===== config.mk =====
export PLATFORM = sky130hd
export DESIGN_NAME = arbitro_botoes_flat
export DESIGN_NICKNAME = d
export VERILOG_FILES = /design/src/rtl/arbitro_botoes_pkg.sv /design/src/rtl/arbitro_botoes_if.sv /design/src/rtl/arbitro_botoes_temporizador_descendente.sv /design/src/rtl/arbitro_botoes.sv /design/src/flat_wrapper.sv
export SDC_FILE = /design/constraint.sdc
export NUM_CORES = 1
export LEC_CHECK = 0
export CAP_MARGIN = 10
export CORE_MARGIN = 1
export CORE_UTILIZATION = 40
export DETAILED_ROUTE_END_ITERATION = 8
export MAX_ROUTING_LAYER = met4
export PLACE_DENSITY_LB_ADDON = 0.12
export SLEW_MARGIN = 15
export SYNTH_ARGS = -nofsm -noshare
export SYNTH_HDL_FRONTEND = slang
export SYNTH_SLANG_ARGS = --single-unit

===== constraint.sdc =====
create_clock -name clk -period 2.9 [get_ports clk]
set_clock_uncertainty 0.2 [all_clocks]
set_input_delay 0.29 -clock clk [delete_from_list [all_inputs] [get_ports clk]]
set_output_delay 0.29 -clock clk [all_outputs]
set_load 0.01 [all_outputs]

===== src/rtl/arbitro_botoes_pkg.sv =====
// ---------------------------------------------------------------------------
// arbitro_botoes_pkg
// Shared definitions for the button arbiter: button indices, menu FSM state
// encoding and the fixed-priority winner helper.
// ---------------------------------------------------------------------------
package arbitro_botoes_pkg;

    localparam int unsigned N_BOTOES = 3;
    localparam int unsigned BOT_A    = 0;   // next
    localparam int unsigned BOT_B    = 1;   // confirm
    localparam int unsigned BOT_C    = 2;   // cancel

    typedef enum logic [1:0] {
        OCIOSO = 2'd0,
        MENU   = 2'd1,
        EMITE  = 2'd2
    } estado_t;

    // One-hot highest-priority pending bit (C > B > A); zero if none pending.
    function automatic logic [N_BOTOES-1:0] vencedor(input logic [N_BOTOES-1:0] pend);
        logic [N_BOTOES-1:0] v;
        v = '0;
        if (pend[BOT_C])      v[BOT_C] = 1'b1;
        else if (pend[BOT_B]) v[BOT_B] = 1'b1;
        else if (pend[BOT_A]) v[BOT_A] = 1'b1;
        return v;
    endfunction

endpackage


===== src/rtl/arbitro_botoes_if.sv =====
// ---------------------------------------------------------------------------
// arbitro_botoes_if
// Valid/ready action channel from the arbiter to the game logic.
//   acao_valid  : action code is valid (master -> slave)
//   acao_codigo : selected menu item   (master -> slave)
//   acao_ready  : game logic accepts   (slave -> master)
// ---------------------------------------------------------------------------
interface arbitro_botoes_if #(
    parameter int unsigned LARG_COD = 2
) ();
    logic                acao_valid;
    logic                acao_ready;
    logic [LARG_COD-1:0] acao_codigo;

    modport master (output acao_valid, output acao_codigo, input acao_ready);
    modport slave  (input acao_valid, input acao_codigo, output acao_ready);
endinterface


===== src/rtl/arbitro_botoes_temporizador_descendente.sv =====
// ---------------------------------------------------------------------------
// temporizador_descendente
// Loadable down-counter that stops at zero, with a zero flag.
//   clk, rst   : clock, synchronous active-high reset (count -> 0)
//   i_carga    : load i_valor this edge (overrides decrement)
//   i_valor    : load value
//   o_zero_c   : count is zero (combinational decode of the count register)
// ---------------------------------------------------------------------------
module temporizador_descendente #(
    parameter int unsigned LARGURA = 8
) (
    input  logic               clk,
    input  logic               rst,
    input  logic               i_carga,
    input  logic [LARGURA-1:0] i_valor,
    output logic               o_zero_c
);

    logic [LARGURA-1:0] r_contagem;

    // Load has priority; otherwise count down and hold at zero.
    always_ff @(posedge clk) begin
        if (rst) begin
            r_contagem <= '0;
        end else if (i_carga) begin
            r_contagem <= i_valor;
        end else if (r_contagem != '0) begin
            r_contagem <= r_contagem - LARGURA'(1);
        end
    end

    assign o_zero_c = (r_contagem == '0);

endmodule


===== src/rtl/arbitro_botoes.sv =====
// ---------------------------------------------------------------------------
// arbitro_botoes
// Latches debounced button pulses, arbitrates them with fixed priority
// (C > B > A), enforces a lockout between consumed events and runs the menu
// FSM (navigate / confirm / cancel / inactivity timeout). The confirmed item
// is handed to the game logic on a valid/ready channel.
//   clk, rst    : clock, synchronous active-high reset
//   b_pulsos    : one-cycle pulses, bit0=A next, bit1=B confirm, bit2=C cancel
//   acao        : action channel (master side): valid, codigo, ready
//   cursor      : current menu highlight
//   menu_ativo  : high while the FSM is in MENU
// ---------------------------------------------------------------------------
module arbitro_botoes
    import arbitro_botoes_pkg::*;
#(
    parameter  int unsigned N_ITENS  = 4,
    parameter  int unsigned LOCKOUT  = 1000,
    parameter  int unsigned TIMEOUT  = 50_000_000,
    localparam int unsigned LARG_COD = $clog2(N_ITENS)
) (
    input  logic                  clk,
    input  logic                  rst,
    input  logic [N_BOTOES-1:0]   b_pulsos,
    arbitro_botoes_if.master      acao,
    output logic [LARG_COD-1:0]   cursor,
    output logic                  menu_ativo
);

    localparam int unsigned LARG_LOCK = (LOCKOUT < 1) ? 1 : $clog2(LOCKOUT + 1);
    localparam int unsigned LARG_TMO  = (TIMEOUT <= 1) ? 1 : $clog2(TIMEOUT);

    estado_t               r_estado;
    logic [N_BOTOES-1:0]   r_pendente;
    logic [LARG_TMO-1:0]   r_tmo;
    logic [LARG_COD-1:0]   r_cursor;
    logic [LARG_COD-1:0]   r_codigo;
    logic                  r_valid;
    logic                  r_menu;

    logic                  w_lock_zero;
    logic                  w_consome;
    logic [N_BOTOES-1:0]   w_venc;
    logic [N_BOTOES-1:0]   w_limpa;
    logic [LARG_COD-1:0]   w_cursor_prox;

    // Arbitration: an event is taken only outside EMITE and after lockout.
    assign w_venc        = vencedor(r_pendente);
    assign w_consome     = (r_pendente != '0) && w_lock_zero && (r_estado != EMITE);
    assign w_limpa       = w_consome ? w_venc : '0;
    assign w_cursor_prox = (r_cursor == LARG_COD'(N_ITENS - 1)) ? '0
                                                                : r_cursor + LARG_COD'(1);

    // Pending latch: new pulses OR in after the winner clears, so set wins.
    always_ff @(posedge clk) begin
        if (rst) begin
            r_pendente <= '0;
        end else begin
            r_pendente <= (r_pendente & ~w_limpa) | b_pulsos;
        end
    end

    // Lockout window reloaded on every consumed event.
    temporizador_descendente #(
        .LARGURA (LARG_LOCK)
    ) u_lockout (
        .clk      (clk),
        .rst      (rst),
        .i_carga  (w_consome),
        .i_valor  (LARG_LOCK'(LOCKOUT)),
        .o_zero_c (w_lock_zero)
    );

    // Menu FSM with registered outputs and inline inactivity counter.
    always_ff @(posedge clk) begin
        if (rst) begin
            r_estado <= OCIOSO;
            r_tmo    <= '0;
            r_cursor <= '0;
            r_codigo <= '0;
            r_valid  <= 1'b0;
            r_menu   <= 1'b0;
        end else begin
            case (r_estado)
                OCIOSO: begin
                    // Cancel while idle is consumed and discarded.
                    if (w_consome && (w_venc[BOT_A] || w_venc[BOT_B])) begin
                        r_estado <= MENU;
                        r_cursor <= '0;
                        r_tmo    <= '0;
                        r_menu   <= 1'b1;
                    end
                end
                MENU: begin
                    if (w_consome) begin
                        // A consumed event always beats a coinciding timeout.
                        r_tmo <= '0;
                        if (w_venc[BOT_C]) begin
                            r_estado <= OCIOSO;
                            r_cursor <= '0;
                            r_menu   <= 1'b0;
                        end else if (w_venc[BOT_B]) begin
                            r_estado <= EMITE;
                            r_codigo <= r_cursor;
                            r_valid  <= 1'b1;
                            r_menu   <= 1'b0;
                        end else begin
                            r_cursor <= w_cursor_prox;
                        end
                    end else if (r_tmo == LARG_TMO'(TIMEOUT - 1)) begin
                        r_estado <= OCIOSO;
                        r_cursor <= '0;
                        r_tmo    <= '0;
                        r_menu   <= 1'b0;
                    end else begin
                        r_tmo <= r_tmo + LARG_TMO'(1);
                    end
                end
                EMITE: begin
                    if (r_valid && acao.acao_ready) begin
                        r_estado <= OCIOSO;
                        r_valid  <= 1'b0;
                        r_cursor <= '0;
                    end
                end
                default: begin
                    r_estado <= OCIOSO;
                    r_cursor <= '0;
                    r_valid  <= 1'b0;
                    r_menu   <= 1'b0;
                end
            endcase
        end
    end

    assign acao.acao_valid  = r_valid;
    assign acao.acao_codigo = r_codigo;
    assign cursor           = r_cursor;
    assign menu_ativo       = r_menu;

endmodule


===== src/flat_wrapper.sv =====
// flat-port wrapper written by rule: the top's interface ports become plain ports
module arbitro_botoes_flat import arbitro_botoes_pkg::*;
#(
    parameter  int unsigned N_ITENS  = 4,
    parameter  int unsigned LOCKOUT  = 1000,
    parameter  int unsigned TIMEOUT  = 50_000_000,
    localparam int unsigned LARG_COD = $clog2(N_ITENS)
)
  (clk, rst, b_pulsos, cursor, menu_ativo, acao_acao_valid, acao_acao_codigo, acao_acao_ready);
  arbitro_botoes_if #(.LARG_COD((2))) acao_i ();
  input  logic clk;
  input  logic rst;
  input  logic [N_BOTOES-1:0] b_pulsos;
  output logic [LARG_COD-1:0] cursor;
  output logic menu_ativo;
  output wire logic [$bits(acao_i.acao_valid)-1:0] acao_acao_valid;
  output wire logic [$bits(acao_i.acao_codigo)-1:0] acao_acao_codigo;
  input wire logic [$bits(acao_i.acao_ready)-1:0] acao_acao_ready;
  assign acao_acao_valid = acao_i.acao_valid;
  assign acao_acao_codigo = acao_i.acao_codigo;
  assign acao_i.acao_ready = acao_acao_ready;
  arbitro_botoes #(.N_ITENS(N_ITENS), .LOCKOUT(LOCKOUT), .TIMEOUT(TIMEOUT)) u_core (.clk(clk), .rst(rst), .b_pulsos(b_pulsos), .acao(acao_i), .cursor(cursor), .menu_ativo(menu_ativo));
endmodule

# [After elaboration in Yosys (flattened, before gate mapping)]
# Index checks and enable logic that the tools add are counted.
[totals] elab_cells=85 ff_bits=47 in_bits=6
[op_classes] muxes=36 reduce_logical=18 add_sub_neg=3 bitwise=6 eq_ne=13
[op_table] op="$mux W26" n=3
[op_table] op="$pmux W26 S2" n=1
[op_table] op="$add A26 B1 Y26 const B" n=1
[op_table] op="$eq A26 B26 Y1 const B" n=1
[op_table] op="$mux W2" n=12
[op_table] op="$mux W10" n=2
[op_table] op="$reduce_and A4 Y1" n=4
[op_table] op="$mux W1" n=13
[op_table] op="$pmux W2 S3" n=2
[op_table] op="$logic_not A10 Y1" n=1
[op_table] op="$reduce_bool A10 Y1" n=1
[op_table] op="$sub A10 B1 Y10 const B" n=1
[op_table] op="$ne A2 B1 Y1 const B" n=4
[op_table] op="$ne A4 B4 Y1 const B" n=2
[op_table] op="$pmux W1 S3" n=2
[op_table] op="$reduce_and A5 Y1" n=1
[op_table] op="$eq A2 B2 Y1 const B" n=2
[op_table] op="$logic_and A1 B1 Y1" n=4
[op_table] op="$ne A2 B2 Y1 const B" n=2
[op_table] op="$reduce_bool A2 Y1" n=2
[op_table] op="$and A3 B3 Y3" n=1
[op_table] op="$mux W3" n=1
[op_table] op="$ne A3 B1 Y1 const B" n=1
[op_table] op="$not A1 Y1" n=3
[op_table] op="other kinds (9)" n=9

# [Longest topological paths before layout]
[depth] word_depth=7 ltp_mapped=9 depth_no_buf=7

# [Hierarchy]
# From an unflattened synthesis, not the netlist that was laid out.
[hier_totals] hier_cells=291 hier_area_um2=2436.1
[by_module_without_submodules] mod="arbitro_botoes" n_inst=1 area_each_um2=1823.0 seq_area_each_um2=740.7 cells_per_inst=218
[by_module_without_submodules] mod="temporizador_descendente" n_inst=1 area_each_um2=613.1 seq_area_each_um2=200.2 cells_per_inst=73

# [Worst setup path before layout]
# OpenSTA, ideal clock, no wires.
[synth_path] kind="register to register" start="reg u_core.r_tmo[0]" end="reg u_core.r_tmo[17]" path_buffers=3 setup_ns=0.128 path_slack_ns=0.551 arrival_time_ns=2.021 stages_incl_launch_ff=10 path_cell_list="dfxtp_1 -> ha_1 -> and3_1 -> clkbuf_1 -> nand2_1 -> or4_1 -> buf_2 -> clkbuf_1 -> a31oi_1 -> a31oi_1"
[synth_via] elab_chain_cells=4 elab_cells_between_ends=5 cone_classes="1 x add/sub; 1 x eq/ne; 3 x mux"
[synth_rtl] item="start: declaration" line="arbitro_botoes.sv:34" source="logic [LARG_TMO-1:0] r_tmo;"
[synth_rtl] item="start signal: assignment" line="arbitro_botoes.sv:115" source="r_tmo <= r_tmo + LARG_TMO'(1);"
[synth_rtl] item="$add A26 B1 Y26 or $eq A26 B26 Y1 (tied branches)" line="arbitro_botoes.sv:115, arbitro_botoes.sv:109"
[synth_rtl] item="$mux W26 (*)" line="arbitro_botoes.sv:109" source="end else if (r_tmo == LARG_TMO'(TIMEOUT - 1)) begin"
[synth_rtl] item="$mux W26 (*)" line="arbitro_botoes.sv:94" source="if (w_consome) begin"
[synth_rtl] item="$pmux W26 S2 (*)" line="arbitro_botoes.sv:83" source="case (r_estado)"
# Every way passes the cells marked *; elsewhere a longest branch is shown, timed or not.
# A chain may end at the register's enable or synchronous reset.

# [Worst setup path after layout]
[layout_path] start="reg u_core.r_tmo[0]" end="reg u_core.r_cursor[0] (netlist: u_core.cursor[0])"
[layout_via] elab_chain_cells=3
[layout_rtl] item="$eq A26 B26 Y1" line="arbitro_botoes.sv:109"
[layout_rtl] item="$ne A3 B1 Y1 (no source line)"
[layout_rtl] item="$reduce_and A4 Y1 (no source line)"
[layout_rtl] item="end signal: assignment" line="arbitro_botoes.sv:107" source="r_cursor <= w_cursor_prox;"
[layout_rtl] item="end: declaration" line="arbitro_botoes.sv:35" source="logic [LARG_COD-1:0] r_cursor;"
# Every way passes these cells.

==> summary.md <==
| Metric | Value |
|---|---|
| Outcome | completed |
| Terminus of the critical flop-to-flop path | u_core.cursor[0]$_SDFFE_PP0P_ |
| Effective utilization at floorplan | 42.7% |
| Crit path buf inv count | 1 |
| Buffer count from post-CTS setup fixing | 0 |
| Largest net degree at the start of global routing | 27 |
| Clock buffer depth | 2 |
| Arrival time at the worst endpoint | 2.62 ns |
| Number of non-filler instances in the completed layout | between 300 and 400 |
| Core Area | 5640 um2 |
| Hold_sp | u_core.r_tmo[25]$_SDFFE_PP0P_ |
| Post-DR vias/cell | between 5 and 6 |
| Kind of end point of the critical path | register |
| Final setup violation count | 0 |
| Hold EP | u_core.r_tmo[25]$_SDFFE_PP0P_ |
| Number of global-route vias before repair | 2136 |
| Depth of the worst register-to-register path | 7 |
| Number of antenna violations at the first check in global routing | 0 |
| Dominant cells by area after synthesis | dfxtp_1 (39%), a31oi_1 (7.5%), nand2_1 (4.2%) |
| Layout-stage area growth over the synthesis result | 13.1% |
| Row Count | 27 |
| Largest incremental delay on the critical path | 0.56 ns |
| Vias after detailed routing | 2174 |
| Most frequently used cell type in the post-synthesis netlist | dfxtp_1 |
| Worst slew margin relative to its limit | roughly two fifths |
| Largest fanout of any net on the critical path | 14 |
| Synth Flop Type | dfxtp_1 |
| Power per unit of standard cell area | 698 nW/um2 |
| Synth area leader | dfxtp_1 |
| Count of state elements after synthesis | 47 |
| Routed WL per cell | 14.6 um |
| Clock Sink Count | 47 |
| Gr usage total | 20.3% |
| Die width | around 80 um |
| Critical Path Source Type | register |
| Period utilisation layout | roughly nine tenths |
| Die ar. | roughly 6300 um2 |
| Number of search-and-repair iterations in the first detailed-routing pass | 4 |
| Max-slew violations | 0 |
| Time the final worst path needs with I/O delays and setup | 2.63 ns |
| Diodes inserted | 0 |
| Quantity of I/O buffers inserted on ports | 11 |
| Final HPWL from detailed placement | around 3800 um |
| Worst hold path class | register to register |
| Number of levels in the clock H-tree | 2 |
| Ordered list of cells on the worst path | ha_1 -> and3_1 -> nand2_1 -> or4_1 -> buf_4 -> a211oi_1 -> o21ai_0 |
| Data required, critical path | 2.89 ns |
| Iter 0 DRT Violations | ~120 |
| Fin Setup TNS | 0 ns |
| Path type of the worst setup path | register to register |
| Count of mapped cells out of synthesis | 293 |
| Cells on Worst Hold Path | 1 |
| Cell count after placement | between 300 and 400 |
| Least-Margin Pin Slew | a little over 0.9 ns |
| Post-synth EDFFs | 0 |
| Register-to-register path setup slack | 0.27 ns |
| Ys async rst share | 0% |
| Die outline height | 79.6 um |
| Fraction of synthesized cell area taken by the top area cell type | between 30 and 40% |
| Top post-synthesis cells by count | dfxtp_1 (47), a31oi_1 (29), nand2_1 (27) |
| Unrepaired setup endpoints after global routing | no |
| Congestion Overflow GR | 0 |
| Synth cell types | 44 |
| Gates resized, CTS repair | 0 |
| Placer Congestion | 0.773 |
| Max stage delay cell, worst path | or4_1 |
| Clk slew on worst S/H paths | 0.09 ns |
| Proportion of layout cells with a drive suffix above 1 | 8.20% |
| Clock tree from TritonCTS | done |
| Hold Buf Count CTS | 0 |
| Number of nets in the layout | roughly 310 |
| Global-route wire length before repair | 9830 um |
| Synth warn | 0 |
| Kind of cell adding the most delay to the critical path | simple AND/OR/NAND/NOR gates |
| Io pins | 12 |
| Clock root buffer | clkbuf_8 |
| DRC viols | 0 |
| Post-synth design cell area | 2410 um2 |
| Post-Route WL | 5500 um |
| Count of final hold-check violations | 0 |
| Post-Synthesis Net Count | around 300 |
| Part of the Yosys area used for sequential elements | 39.0% |
| IR Drop Worst-Case VDD | 0.472 mV |
| Worst-Skew Late Latency | 0.31 ns |
| FF-to-FF Start | u_core.r_tmo[0]$_SDFFE_PP0P_ |
| Maximum operating frequency | 380 MHz |
| Leakage power total | 0.924 nW |
| TritonCTS Buffers | 5 |
| Mean Syn Cell Area | slightly above 8 um2 |
| DRT antenna net count | 0 |
| Number of max-cap violations | 0 |
-- registers in the layout (all words and copies together) (netlist names) --
signal and flops:
u_core.acao.acao_valid 1, u_core.cursor 2, u_core.u_lockout.r_contagem 10, u_core.r_estado 2, u_core.r_pendente 3, u_core.menu_ativo 1
u_core.acao.acao_codigo 2, u_core.r_tmo 26
-- logic make-up (layout without fill, tap and decap cells) --
group                    Yosys count  count (layout)  share of synthesized area (%)
XOR/XNOR                           9               9                           3.27
buffers and inverters             24              36                           4.41
AO/OA/AOI/OAI                     75              75                           19.7
AND/OR/NAND/NOR                  131             131                           30.3
multiplexers                       4               4                           1.71
adder cells (fa/ha/maj)            3               3                           1.56
flip-flops                        47              47                           39.0
-- worst register-to-register path: stages, from the launching register on --
cell and delay (ns):
dfxtp_1 0.40, ha_1 0.21, and3_1 0.35, nand2_1 0.14, or4_1 0.56, buf_4 0.21
a211oi_1 0.31, o21ai_0 0.15
-- routing by layer --
metal	part of all wire, %	routed length (um)	track usage [%]	vias up
met5	0	0	-	-
met3	4.1	226	5.94	2
li1	-	-	-	1123
met2	46	2520	32.2	38
met4	0.38	21	5.09	0
met1	50	2740	25.1	1011
-- power by group --
group	leakage [nW]	internal, mW	switching [mW]
Sequential	0.382	0.711	0.0721
Clock	0.0612	0.279	0.231
Combinational	0.481	0.261	0.349
-- per-stage QoR --
stage	hold WS (ns)	instance area [um2]	power (mW)	utilization, %	worst slack [ns]
6_report	0.283	2730	1.90	48.3	0.271
5_1_grt	0.297	2730	2.04	48.3	0.0833
4_1_cts	0.279	2730	1.92	48.3	0.302
3_5_place_dp	0.261	2610	1.41	46.2	0.350
3_3_place_gp	0.256	2610	1.40	46.2	0.331
2_1_floorplan	0.207	2410	1.26	-	0.551
-- final cells by class --
class / count / area (um2)
fill: 543 / 2920
multi-input combinational: 222 / 1370
sequential: 47 / 941
timing repair buffer: 21 / 185
tap: 72 / 90.1
clock buffer: 6 / 82.6
clock inverter: 2 / 35.0
inverter: 7 / 26.3
-- layout by cell type, fill, tap and decap left out, drive strengths merged, types with 7 or more instances in the layout --
cell,count
clkdlybuf4s50,11
nand4,8
o21ai,14
a31oi,29
nand3b,9
nand2,28
nor2,20
inv,7
a21oi,11
nand3,14
buf,10
nor3,15
nor4,8
dfxtp,47
-- worst max-delay path by stage --
stage                                            start                             to  slack, ns  depth (start not counted)
final                     u_core.r_tmo[0]$_SDFFE_PP0P_  u_core.cursor[0]$_SDFFE_PP0P_       0.27                          7
after detailed placement  u_core.r_tmo[0]$_SDFFE_PP0P_  u_core.cursor[0]$_SDFFE_PP0P_       0.35                          7
after floorplan           u_core.r_tmo[0]$_SDFFE_PP0P_  u_core.r_tmo[17]$_SDFFE_PP0P_       0.55                          9
after CTS                 u_core.r_tmo[0]$_SDFFE_PP0P_  u_core.cursor[0]$_SDFFE_PP0P_       0.30                          7
after global placement    u_core.r_tmo[0]$_SDFFE_PP0P_  u_core.cursor[0]$_SDFFE_PP0P_       0.33                          7
after global routing      u_core.r_tmo[0]$_SDFFE_PP0P_  u_core.cursor[0]$_SDFFE_PP0P_       0.08                          7
Power figures use the tool's default switching activity.
